==> src/rtl/bht_table.sv <==
// ---------------------------------------------------------------------------
// bht_table -- PC-indexed branch history table of saturating counters.
//
// Sits beside fetch: a lookup presented on pred_* returns a registered
// prediction one cycle later. Execute writes resolved outcomes back through
// the update_* port. After reset an internal sweep clears every entry to
// strong not-taken before ready rises and traffic is accepted.
//
// Parameters
//   INDEX_W : table index width, ENTRIES = 2**INDEX_W
//   CTR_W   : saturating counter width (>=1), MSB=1 predicts taken
//   PC_W    : program counter width (>= INDEX_W+2)
//
// Ports
//   clk            in   clock, all state on rising edge
//   rst            in   synchronous reset, active-high
//   ready          out  table initialised, lookups/updates accepted
//   pred_valid     in   lookup request this cycle
//   pred_pc        in   PC of the fetched instruction
//   pred_out_valid out  registered: prediction below is valid
//   pred_taken     out  registered predicted direction
//   pred_ctr       out  registered counter value behind the prediction
//   pred_hist      out  (GSHARE_EN) global history used by the lookup
//   update_valid   in   resolved branch writeback
//   update_pc      in   PC of the resolved branch
//   update_taken   in   actual branch outcome
//   update_hist    in   (GSHARE_EN) history the branch was predicted with
//
// Optional feature: define GSHARE_EN to XOR an INDEX_W-bit global history
// register into both lookup and update indices (gshare indexing).
// ---------------------------------------------------------------------------
module bht_table #(
  parameter int INDEX_W = 6,
  parameter int CTR_W   = 2,
  parameter int PC_W    = 32
) (
  input  logic               clk,
  input  logic               rst,
  output logic               ready,
  input  logic               pred_valid,
  input  logic [PC_W-1:0]    pred_pc,
  output logic               pred_out_valid,
  output logic               pred_taken,
  output logic [CTR_W-1:0]   pred_ctr,
`ifdef GSHARE_EN
  output logic [INDEX_W-1:0] pred_hist,
  input  logic [INDEX_W-1:0] update_hist,
`endif
  input  logic               update_valid,
  input  logic [PC_W-1:0]    update_pc,
  input  logic               update_taken
);

  localparam int              ENTRIES = 1 << INDEX_W;
  localparam logic [CTR_W-1:0] CTR_MAX = '1;

  // ST_RESET is only the power-up encoding; rst always lands in ST_INIT.
  typedef enum logic [1:0] {
    ST_RESET,
    ST_INIT,
    ST_RUN
  } state_t;

  state_t             state, state_nx;
  logic [INDEX_W-1:0] ptr, ptr_nx;

  logic [CTR_W-1:0]   table_q [ENTRIES];

  logic [INDEX_W-1:0] lk_idx, upd_idx;
  logic               lk_fire, upd_fire, sweep_we;
  logic [CTR_W-1:0]   upd_cur, upd_nx, lk_ctr;

  // Index bits outside [INDEX_W+1:2] are deliberately ignored.
  logic               unused_pc_bits;
  assign unused_pc_bits = ^{pred_pc, update_pc};

  // -------------------------------------------------------------------------
  // Init / run controller
  // -------------------------------------------------------------------------
  // NOTE: sequential state uses non-blocking assignments so every register
  // samples the pre-edge values regardless of block ordering.
  always_ff @(posedge clk) begin
    if (rst) begin
      state <= ST_INIT;
      ptr   <= '0;
    end else begin
      state <= state_nx;
      ptr   <= ptr_nx;
    end
  end

  // NOTE: every output of this block gets a default first, so no path can
  // leave a signal unassigned and infer a latch.
  always_comb begin
    state_nx = state;
    ptr_nx   = ptr;
    case (state)
      ST_RESET: begin
        state_nx = ST_INIT;
        ptr_nx   = '0;
      end
      ST_INIT: begin
        ptr_nx = ptr + INDEX_W'(1);
        // The edge that clears the last entry also opens the table.
        if (&ptr) state_nx = ST_RUN;
      end
      ST_RUN: begin
        state_nx = ST_RUN;
      end
      default: begin
        state_nx = ST_INIT;
        ptr_nx   = '0;
      end
    endcase
  end

  // state is a register, so ready is glitch-free.
  assign ready    = (state == ST_RUN);
  assign sweep_we = (state == ST_INIT) && !rst;
  assign lk_fire  = ready && pred_valid && !rst;
  assign upd_fire = ready && update_valid && !rst;

  // -------------------------------------------------------------------------
  // Indexing (optionally hashed with global history)
  // -------------------------------------------------------------------------
`ifdef GSHARE_EN
  logic [INDEX_W-1:0] ghr;

  always_ff @(posedge clk) begin
    if (rst || state == ST_INIT) begin
      ghr <= '0;
    end else if (upd_fire) begin
      ghr <= (ghr << 1) | INDEX_W'(update_taken);
    end
  end

  assign lk_idx  = pred_pc[INDEX_W+1:2] ^ ghr;
  assign upd_idx = update_pc[INDEX_W+1:2] ^ update_hist;
`else
  assign lk_idx  = pred_pc[INDEX_W+1:2];
  assign upd_idx = update_pc[INDEX_W+1:2];
`endif

  // -------------------------------------------------------------------------
  // Saturating counter update
  // -------------------------------------------------------------------------
  assign upd_cur = table_q[upd_idx];

  always_comb begin
    upd_nx = upd_cur;
    if (update_taken) begin
      if (upd_cur != CTR_MAX) upd_nx = upd_cur + CTR_W'(1);
    end else begin
      if (upd_cur != '0) upd_nx = upd_cur - CTR_W'(1);
    end
  end

  // Write-first bypass: a lookup colliding with this cycle's update sees
  // the value being written, so fetch never predicts from stale state.
  assign lk_ctr = (upd_fire && (upd_idx == lk_idx)) ? upd_nx : table_q[lk_idx];

  // -------------------------------------------------------------------------
  // Counter storage: cleared by the sweep, written by updates only
  // -------------------------------------------------------------------------
  // NOTE: the array has no reset branch; clearing it is the sweep's job,
  // which keeps it a plain RAM rather than a bank of resettable flops.
  always_ff @(posedge clk) begin
    if (sweep_we) begin
      table_q[ptr] <= '0;
    end else if (upd_fire) begin
      table_q[upd_idx] <= upd_nx;
    end
  end

  // -------------------------------------------------------------------------
  // Registered prediction; direction and counter hold when idle
  // -------------------------------------------------------------------------
  always_ff @(posedge clk) begin
    if (rst) begin
      pred_out_valid <= 1'b0;
      pred_taken     <= 1'b0;
      pred_ctr       <= '0;
`ifdef GSHARE_EN
      pred_hist      <= '0;
`endif
    end else begin
      pred_out_valid <= lk_fire;
      if (lk_fire) begin
        pred_ctr   <= lk_ctr;
        pred_taken <= lk_ctr[CTR_W-1];
`ifdef GSHARE_EN
        pred_hist  <= ghr;
`endif
      end
    end
  end

endmodule

==> config.mk <==
export PLATFORM = sky130hd
export DESIGN_NAME = bht_table
export DESIGN_NICKNAME = d
export VERILOG_FILES = /design/src/rtl/bht_table.sv
export SDC_FILE = /design/constraint.sdc
export NUM_CORES = 1
export LEC_CHECK = 0
export CAP_MARGIN = 5
export CORE_MARGIN = 1.5
export CORE_UTILIZATION = 35
export DETAILED_ROUTE_END_ITERATION = 12
export GPL_TIMING_DRIVEN = 0
export PLACE_DENSITY = 0.56
export SLEW_MARGIN = 5
export SYNTH_ARGS = -nofsm -noshare
export SYNTH_HDL_FRONTEND = slang
export SYNTH_SLANG_ARGS = --single-unit
==> constraint.sdc <==
create_clock -name clk -period 7.2 [get_ports clk]
set_input_delay 1.8 -clock clk [delete_from_list [all_inputs] [get_ports clk]]
set_output_delay 1.8 -clock clk [all_outputs]
set_load 0.05 [all_outputs]
==> metrics.md <==
| Metric | Value |
|---|---|
| Status | `completed` |
| Nets | `566` |
| YS warnings | `0` |
| XOR/XNOR share of the synthesized area | `~1.1%` |
| Via Count | `roughly 4600` |
| DR vias/cell | `5.94` |
| Clock share of power | `46.4%` |
| I/O pin count | `74` |
| Syn-to-layout area delta | `16.2%` |
| Global-route wire length before repair | `30000 um` |
| ANT cells | `0` |
| Count of final setup violators | `0` |
| R2R depth | `10` |
| CP Max Fanout | `21` |
| Final Worst Setup Slack | `1.81 ns` |
| CTS tree | `done` |
| Post-synth ARST share | `0%` |
| R2r setup slk | `between 3 and 4 ns` |
| WL/cell | `26.3 um` |
| Global Route Usage Sum | `20.0%` |
| RR Endpoint | `table_q[50][0]` |
| Data required, critical path | `7.48 ns` |
| Post-synth EDFFs | `between 100 and 150` |
| Mapped Nets | `528` |
| Post-CTS setup buffer count | `0` |
| MaxCap Viol Count | `0` |
| RSZ-0062 raised after global routing | `no` |
| DRT iter0 DRCs | `524` |
| Setup Skew | `0.00729 ns` |
| Buffers on Ports | `13` |
| Register bit total from synthesis | `139` |
| CTS Root Cell | `clkbuf_16` |
| Fin util | `41.8%` |
| Mapped Cells | `456` |
| CP cell instances | `clkdlybuf4s50_1, buf_1, clkinv_1, a221oi_1, o21ai_0, nand3b_1, a31oi_1, maj3_2, nor3_4, buf_8` |
| Compound-Gate Fraction of Synth Area | `under 10%` |
| Leakage power | `0.00261 uW` |
| Min-delay src | `pred_ctr[0]` |
| Worst Hold Depth | `2` |
| Crit end category | `flop` |
| Initial antenna violation count | `0` |
| CTS Buf Count | `17` |
| Cts repair resizes | `0` |
| P_int | `around 1500 uW` |
| CP arrival | `roughly 5.7 ns` |
| DRC viols | `0` |
| Die area | `0.0210 mm^2` |
| Fraction of the mapped netlist area in adder cells | `less than 1%` |
| Routed WL | `20300 um` |
| Worst hold margin | `0.488 ns` |
| Comb power frac | `7.2%` |
| Post-Syn Area | `0.00706 mm^2` |
| Hold Path Class | `flop to flop` |
| Slowest stage cell, crit path | `nor3_4` |
| # fillers | `1783` |
| Rows | `slightly above 50` |
| Slew margin rel. | `27.1%` |
| Worst Hold End | `pred_ctr[0]` |
| Sink Count | `139` |
| Syn avg cell area | `15.5 um^2` |
| Crit path time final | `5.39 ns` |
| Top FF cell, synth | `edfxtp_1` |
| Die height | `roughly 150 um` |
| Worst path bufs/invs | `4` |
| Most frequent cells in the layout | `128 x edfxtp_1, 75 x nor2_1, 65 x mux4_2` |
| Pwr/cell area | `230 mW/mm^2` |
| CP max stage delay | `0.76 ns` |
| Max-slew violations | `0` |
| Clk_lat worst skew | `around 0.43 ns` |
| Net switching power | `416 uW` |
| Seq pwr share | `46.5%` |
| F_max | `around 0.19 GHz` |
| Largest net degree at the start of global routing | `25` |
| Fin. Hold Viols | `0` |
| CP startpoint kind | `input port` |
| Cts hold-fix bufs | `0` |
| Worst r2r src | `state[0]` |
| Commonest non-fill, non-tap cell in the layout | `edfxtp_1` |
| Die X | `~150 um` |
| Share of cells above drive strength 1 | `23.9%` |
| Post-DRT Antenna Nets | `0` |
| Htree depth | `4` |
| Post-synthesis simple-gate area fraction | `8.40%` |
| CTS max path bufs | `2` |
| Vias in the first global route | `4708` |
| Switching Share | `~22%` |
| CTS clk-pin slew, worst paths | `about 0.060 ns` |
| Synth cell types | `51` |
| Crit share post-route | `74.8%` |
| Drt pass-1 iters | `7` |
| Post-DP HPWL | `about 14000 um` |
| Sequential-to-total area share from yosys stat | `57.5%` |
| Worst vdd ir | `0.106 mV` |
| Starting Density | `a little over a third` |
| Largest family of logic cells by synthesized area | `multiplexers` |
| Core area | `0.0197 mm^2` |
| Delay-heaviest family, CP | `buffers and inverters` |
| Multiplexer share of the synthesized area | `25.5%` |
| Worst-margin pin slew | `1.09 ns` |
| GRT overflow | `0` |
| Place WS | `1.41 ns` |
| Placer Congestion | `0.902` |
| Setup CP Type | `input port to flop` |
-- routing by layer --
metal | share of wire, % | vias to the layer above | GRT usage [%]
met4 | 4.0 | 0 | 10.0
li1 | - | 1910 | -
met3 | 9.0 | 52 | 5.91
met1 | 41 | 2352 | 26.2
met2 | 46 | 269 | 30.3
met5 | 0 | - | 0
-- cells in the mapped netlist (4+ instances only) --
library cell,instances,area share (%)
a21oi_1,5,0.35
mux2i_1,16,2.3
nor2_1,75,4.0
xnor2_1,5,0.62
nand2b_1,5,0.44
buf_2,7,0.50
inv_1,5,0.27
nand3_1,6,0.43
a221oi_1,4,0.50
mux4_2,65,21
clkbuf_1,8,0.43
dfxtp_1,11,3.1
mux4_1,5,1.9
buf_1,5,0.27
nand2_1,34,1.8
edfxtp_1,128,54
nor2b_1,6,0.53
xor2_1,4,0.50
o21ai_0,13,0.92
-- state kept, by name (all words and copies together), names as in the netlist --
register and cells:
table_q 128, pred_taken 1, ptr 6, pred_ctr 1, pred_out_valid 1, state 2
-- power by group through the flow --
stage / logic [uW] / registers, uW / clock network [uW]
2_1_floorplan: 90.4 / 891 / 0
3_3_place_gp: 132 / 893 / 0
3_5_place_dp: 133 / 893 / 0
4_1_cts: 134 / 876 / 884
5_1_grt: 142 / 876 / 911
6_report: 135 / 877 / 875
-- per-stage QoR --
stage               total power (uW)  cells  instance area, um^2  TNS, ns
CTS                             1890    771                 8210        0
detailed placement              1030    740                 7630        0
global placement                1020    734                 7530  -258.19
global route                    1930    771                 8210        0
finish                          1890    771                 8210        0
floorplan                        982    456                 7060        0
-- cell type report --
cell class                      count  area, um^2  share of cell area [%]
Sequential cell                   139        4060                    49.5
Timing Repair Buffer               19         221                    2.70
Buffer                             27         155                    1.89
Clock buffer                       19         433                    5.27
Clock inverter                     12         149                    1.81
Inverter                            6        22.5                   0.274
Multi-Input combinational cell    284        2830                    34.5
Tap cell                          265         332                    4.04
-- worst register-to-register path: cells and delay by family, from the launching register on --
| family | cells | cell delay (ns) |
|---|---|---|
| adder cells (fa/ha/maj) | 1 | 0.17 |
| AND/OR/NAND/NOR | 5 | 1.80 |
| buffers and inverters | 3 | 0.75 |
| AO/OA/AOI/OAI | 1 | 0.13 |
| flip-flops | 1 | 0.31 |
-- worst max-delay path by stage --
stage	cells past startpoint	startpoint	endpoint	slack, ns
after CTS	12	update_pc[3]	table_q[40][0]	1.86
after global placement	9	update_pc[6]	table_q[62][1]	-3.27
after floorplan	11	update_pc[2]	table_q[0][1]	0.58
after global routing	11	update_pc[6]	table_q[28][1]	1.67
after detailed placement	13	update_pc[3]	table_q[35][1]	1.41
final	10	update_pc[6]	table_q[28][0]	1.81
-- kinds of logic after synthesis --
kind of cell    after synthesis
flops                       139
buf+inv                      33
compound gates               42
mux                          90
fa+ha+maj                     5
xor+xnor                      9
simple gates                138
Power figures use the tool's default switching activity.
